==> config.mk <==
export PLATFORM = sky130hd
export DESIGN_NAME = index_decoder3to8
export DESIGN_NICKNAME = d
export VERILOG_FILES = /design/src/rtl/index_decoder3to8.sv
export SDC_FILE = /design/constraint.sdc
export NUM_CORES = 1
export LEC_CHECK = 0
export BUFFER_PORTS_ARGS = -buffer_cell sky130_fd_sc_hd__buf_2
export CORE_UTILIZATION = 45
export DETAILED_ROUTE_END_ITERATION = 10
export PLACE_DENSITY = 0.75
export SETUP_SLACK_MARGIN = 0.02
export SYNTH_ARGS = -nofsm -noshare
export SYNTH_HDL_FRONTEND = slang
export SYNTH_SLANG_ARGS = --single-unit
==> constraint.sdc <==
create_clock -name clk -period 1.2 [get_ports clk]
set_input_delay 0.12 -clock clk [delete_from_list [all_inputs] [get_ports clk]]
set_output_delay 0.12 -clock clk [all_outputs]
set_load 0.02 [all_outputs]
==> src/rtl/index_decoder3to8.sv <==
// Rebuilds an 8-bit request vector from a serial stream of 3-bit set-bit indices
// (lowest index first), counts distinct bits and flags ordering / zero-beat violations.
module index_decoder3to8 #(
    parameter bit ORDER_CHECK = 1'b1
) (
    input  logic       clk,
    input  logic       rst_n,
    input  logic       in_valid,
    output logic       in_ready,
    input  logic [2:0] in_idx,
    input  logic       in_zero,
    input  logic       in_last,
    output logic       out_valid,
    input  logic       out_ready,
    output logic [7:0] out_vec,
    output logic [3:0] out_count,
    output logic       out_err
);

    localparam logic [0:0] ST_COLLECT = 1'b0;
    localparam logic [0:0] ST_HOLD    = 1'b1;

    logic [0:0] r_state;
    logic [7:0] r_acc;
    logic [3:0] r_cnt;
    logic       r_err;
    logic [2:0] r_prev;
    logic       r_seen;       // at least one beat of the current frame accepted
    logic       r_zero_first; // the frame opened with a zero beat

    logic       w_accept;
    logic [7:0] w_onehot;
    logic       w_new_bit;
    logic       w_beat_err;

    assign w_accept  = in_valid && (r_state == ST_COLLECT);
    assign w_onehot  = 8'b0000_0001 << in_idx;
    assign w_new_bit = !in_zero && !r_acc[in_idx];

    always_comb begin
        w_beat_err = 1'b0;
        if (in_zero) begin
            if (r_seen || !in_last) w_beat_err = 1'b1;
        end else if (ORDER_CHECK && r_seen && (in_idx <= r_prev)) begin
            w_beat_err = 1'b1;
        end
        // Anything following a leading zero beat breaks the frame.
        if (r_seen && r_zero_first) w_beat_err = 1'b1;
    end

    always_ff @(posedge clk) begin
        if (!rst_n) begin
            r_state      <= ST_COLLECT;
            r_acc        <= 8'h00;
            r_cnt        <= 4'd0;
            r_err        <= 1'b0;
            r_prev       <= 3'd0;
            r_seen       <= 1'b0;
            r_zero_first <= 1'b0;
        end else if (r_state == ST_COLLECT) begin
            if (w_accept) begin
                if (!in_zero) begin
                    r_acc  <= r_acc | w_onehot;
                    r_prev <= in_idx;
                end
                if (w_new_bit) r_cnt <= r_cnt + 4'd1;
                if (w_beat_err) r_err <= 1'b1;
                if (!r_seen) r_zero_first <= in_zero;
                r_seen <= 1'b1;
                if (in_last) r_state <= ST_HOLD;
            end
        end else begin
            if (out_ready) begin
                r_state      <= ST_COLLECT;
                r_acc        <= 8'h00;
                r_cnt        <= 4'd0;
                r_err        <= 1'b0;
                r_seen       <= 1'b0;
                r_zero_first <= 1'b0;
            end
        end
    end

    assign in_ready  = (r_state == ST_COLLECT);
    assign out_valid = (r_state == ST_HOLD);
    assign out_vec   = r_acc;
    assign out_count = r_cnt;
    assign out_err   = r_err;

endmodule

After elaboration in Yosys (flattened, before gate mapping)
Index checks and enable logic that the tools add are counted.
Widths: inputs -> output; s select.

word-level totals
  flip-flop bits (word level) = 19
  bits in latches = 0
  memory bits (writable) = 0
  memory bits (read-only) = 0
  input bits = 9
  output and inout bits = 15
  logic and storage cells = 61
  memories = 0

cells by class
  add/sub/neg operators = 1
  $mul = 0
  div/mod/pow operators = 0
  order comparisons = 2
  equal/unequal tests = 3
  shifts and indexed selects = 1
  muxes and demuxes = 27
  bitwise gates (word level) = 3
  reductions and logical operators = 17

operators with widths
  kind                 number
  $mux 8               4
  $mux 1               18
  $mux 4               4
  $reduce_and 3->1     5
  $or 8x8->8           1
  $shl 1x3->8 const A  1
  $reduce_bool 2->1    3
  $add 4x1->4 const B  1
  $logic_and 1x1->1    4
  $lt 3x4->1 const B   1
  $ne 2x2->1 const B   2
  $bmux 1 s3           1
  $le 3x3->1           1
  $logic_not 1->1      3
  $ne 2x1->1 const B   1
  $not 1->1            2
  $reduce_and 2->1     1
  $logic_or 1x1->1     1

Logic depth before layout (Yosys ltp)
  word-level depth = 8
  gate-level depth with buffers = 7
  depth with buffers taken out = 7

Least setup slack after synthesis
OpenSTA, ideal clock, no wires.

  path kind = reg-to-reg
  from = register r_state, in the netlist out_valid
  to = register r_cnt[3], in the netlist out_count[3]
  data arrival time = 1,362 ps
  data required time = 1,130 ps
  setup slack = -232 ps
  stages on the path, launching flop included = 7
  path buffers = 1
  cell sequence = dfxtp_1 -> buf_2 -> mux2i_1 -> nor2_2 -> nand2_2 -> or3_1 -> a21oi_1

on the way
  longest elaborated chain between the ends = 4

RTL lines
  element                      RTL line  source
  from (decl)                  23        logic [0:0] r_state;
  from (signal assigned)       53        r_state <= ST_COLLECT;
  from (signal assigned)       70        if (in_last) r_state <= ST_HOLD;
  from (signal assigned)       74        r_state <= ST_COLLECT;
  $not 1->1 (no line)          -
  $logic_and 1x1->1            36        assign w_accept = in_valid && (r_state == ST_COLLECT);
  $reduce_bool 2->1 (no line)  -
  $reduce_and 3->1 (no line)   -
  to (signal assigned)         66        if (w_new_bit) r_cnt <= r_cnt + 4'd1;
  to (decl)                    25        logic [3:0] r_cnt;

Several ways; a longest one is shown, not always the timed one.
A chain may end at the register's enable or synchronous reset.

Worst setup path after layout
  from = register r_acc[0], in the netlist out_vec[0]
  to = register r_cnt[2], in the netlist out_count[2]

on the way
  longest elaborated chain between the ends = 6

RTL lines
  element                       RTL line  source
  from (decl)                   24        logic [7:0] r_acc;
  from (signal assigned)        63        r_acc <= r_acc | w_onehot;
  $bmux 1 s3                    38        assign w_new_bit = !in_zero && !r_acc[in_idx];
  $mux 1 (implied by the code)  38
  $logic_not 1->1               38
  $logic_and 1x1->1             38
  $reduce_bool 2->1 (no line)   -
  $reduce_and 3->1 (no line)    -

Every way passes these cells. The select of a mux whose other input is x is not followed.

==> results.md <==
* Clk buf depth at 2
* Post-place setup slack at -0.2513 ns
* M3 GR Usage at 5.098%
* Number of synthesized flops with an enable pin at 0
* Number of buffers added on ports at 23
* WP data required at 1.44 ns
* Run status: finished, violations left
* Pwr dens at 986.0 mW/mm²
* Async SR Flop Fraction at 0%
* Met1 Use GR at 27.96%
* RD Place Congestion at 0.8361
* Cell row count at 15
* Post-Synthesis Net Count at 117
* Total Routing Usage GR at 24.86%
* Synth Area in Compound Gates at 16.62%
* R2R cell count at 5
* Post-Route WL at 2371 µm
* Final Core Density at 70.97%
* DR vias/cell at 5.298
* Worst setup EP type: flip-flop
* Post-Synth Adder-Cell Area at 5.587%
* Vias in the first global route at 881
* Fin cells at 168
* Min Clock Period, post-route at 1.376 ns
* CTS root buffer: clkbuf_4
* Met2 Usage GRT at 42.50%
* Design area at 0.001279 mm²
* Post-synthesis sequential area ratio at 42.46%
* Worst clock skew at 0.001686 ns
* Yosys cell types at 26
* Cell Area, Synth at 895.9 µm²
* Via Count at 890
* Final Max Tran Viols at 0
* CP max FO at 7
* Seq cells post-synth at 19
* Failing checks: negative setup slack
* Dominant synthesized flop cell: dfxtp_1
* Post-synthesis mux area share at 9.218%
* DRC Markers at 0
* Antenna Violating Nets Remaining at 0
* # clock sinks at 19
* Worst Hold Margin at 0.06018 ns
* DRT iter0 DRCs at 8
* RR Startpoint: out_vec[0]$_SDFFE_PN0P_
* Core Region at 0.001802 mm²
* Reg-to-Reg End: out_count[2]$_SDFFE_PN0P_
* Drt first pass iters at 4
* Ant diodes at 0
* Worst Setup EP: out_count[2]$_SDFFE_PN0P_
* Die area at 0.002173 mm²
* Crit Path Class: reg -> reg
* CTS tree: done
* Height of the die at 46.62 µm
* CTS clk-pin slew, worst paths at 0.11 ns
* Fmax at 726.9 MHz
* P_leak at 0.5611 nW
* Top cells by area, synth: dfxtp_1, a21oi_1, mux2i_1
* Largest net degree at the start of global routing at 12
* Final setup viols at 5
* Final net count at 157
* Final hold violations at 0
* Largest family of logic cells by synthesized area: simple AND/OR/NAND/NOR gates
* Critical Path Source: out_vec[0]$_SDFFE_PN0P_
* Syn_area_per_cell at 8.614 µm²
* Worst-Margin Slew at 0.2680 ns
* HP Start: in_last
* GRT Max-Usage Layer: met2
* Starting Density at 49.72%
* H-tree depth at 1
* Share of layout cells above drive strength 1 at 46.85%
* Simple-gate share of the synthesized area at 21.37%
* Post-synthesis cell count at 104
* Synth warn at 0
* Die width at 46.62 µm
* Initial antenna violation count at 0
* DR WL/cell at 14.11 µm
* CP Launch Type: flip-flop
* Reg2Reg Setup Slack at -0.18 ns
* Top-Level Pins at 24
* Relative slew slack at 81.94%
* Tcrit/Tclk final at 114.6%
* Worst VDD drop at 0.0007007 V
* CTS buffer count at 3
* Placed Area at 0.001166 mm²
* RSZ-0062 raised after global routing: yes
* # Max-Cap Violations at 0
* Top cell type's share of synthesized area at 42.46%
* DPL Wire Length at 1770 µm
* Cts hold-fix bufs at 0
* Biggest area consumer among synthesized cells: dfxtp_1
* Arr. time, crit path at 1.62 ns
* Xor and xnor area share after synthesis at 0%
* Fillers at 147
* Hold Path Class: in -> reg
* Worst setup margin at -0.1758 ns
* Worst skew pair latency at 0.29 ns
* Cells after DPL at 162
* Total grt overflow at 0
* Synthesis-to-finish area growth at 42.74%
* First-pass GRT wire length at 3677 µm
## sequential cells by signal (all words and copies together) (netlist names)
name,count
out_vec,8
out_count,4
r_prev,3
out_err,1
out_valid,1
r_seen,1
r_zero_first,1
## cell usage after synthesis (2+ instances only)
cell / count
o21ai_0: 8
ha_1: 4
nor2b_1: 3
and2_1: 2
or3_1: 2
a21boi_0: 2
mux2i_1: 6
dfxtp_1: 19
inv_1: 6
nor2_1: 14
a31oi_1: 2
nand2_1: 6
nand2b_1: 2
nand3_1: 4
a21oi_1: 13
## through the flow
| step | setup TNS (ns) | total power, mW |
|---|---|---|
| floorplan | -0.2492 | 0.8230 |
| global placement | -0.4510 | 0.9063 |
| detailed placement | -0.7810 | 0.9169 |
| CTS | -0.7420 | 1.250 |
| global route | -1.054 | 1.330 |
| finish | -0.7459 | 1.261 |
## cell type report
class / instances / area [µm²] / area share, %
timing repair buffer: 38 / 240.2 / 18.79
clock buffer: 3 / 22.52 / 1.761
sequential: 19 / 416.7 / 32.58
multi-input combinational: 76 / 538.0 / 42.07
clock inverter: 1 / 5.005 / 0.3914
tap: 25 / 31.28 / 2.446
inverter: 6 / 25.02 / 1.957
## where the power goes
part,switching [mW],internal (mW)
Combinational,0.153,0.123
Sequential,0.0221,0.644
Clock,0.195,0.124
Total,0.370,0.891
## what timing repair did
item	CTS	global route
pin swaps	6	2
resized for setup	10	10
endpoints found under the setup margin	6	8
setup buffers	2	0
## worst max-delay path, cell delays in order, from the launching register on
cell and delay (ns):
dfxtp_4 0.36, mux2i_2 0.15, mux4_2 0.29, nand2_4 0.07, or3_4 0.33, a21oi_2 0.11
## metal layers
| layer | vias to the layer above | wire length [µm] |
|---|---|---|
| li1 | 436 | - |
| met1 | 424 | 998 |
| met2 | 22 | 1235 |
| met3 | 8 | 83 |
| met4 | 0 | 54 |
| met5 | - | 0 |
## layout by cell type (no fill, tap or decap), drive strengths merged, types with 3 or more instances in the layout
| cell | n |
|---|---|
| buf | 38 |
| dfxtp | 19 |
| nor2 | 15 |
| a21oi | 13 |
| o21ai | 8 |
| nand2 | 7 |
| mux2i | 6 |
| inv | 6 |
| nand3 | 4 |
| ha | 4 |
| clkbuf | 3 |
| nor2b | 3 |
## cell families after synthesis
logic type | count (synthesis)
AOI/OAI and AO/OA | 27
muxes | 7
buffers and inverters | 9
adders and majority gates | 4
DFF | 19
and+or+nand+nor | 38
## how the worst min path moves through the flow
stage                                endpoint  depth (start not counted)
floorplan           r_zero_first$_SDFFE_PN0P_                          1
global placement         out_valid$_SDFF_PN0_                          3
detailed placement       out_valid$_SDFF_PN0_                          3
CTS                      out_valid$_SDFF_PN0_                          3
global route             out_valid$_SDFF_PN0_                          3
finish                   out_valid$_SDFF_PN0_                          3
Note: power is estimated with default switching activity, not from simulation.
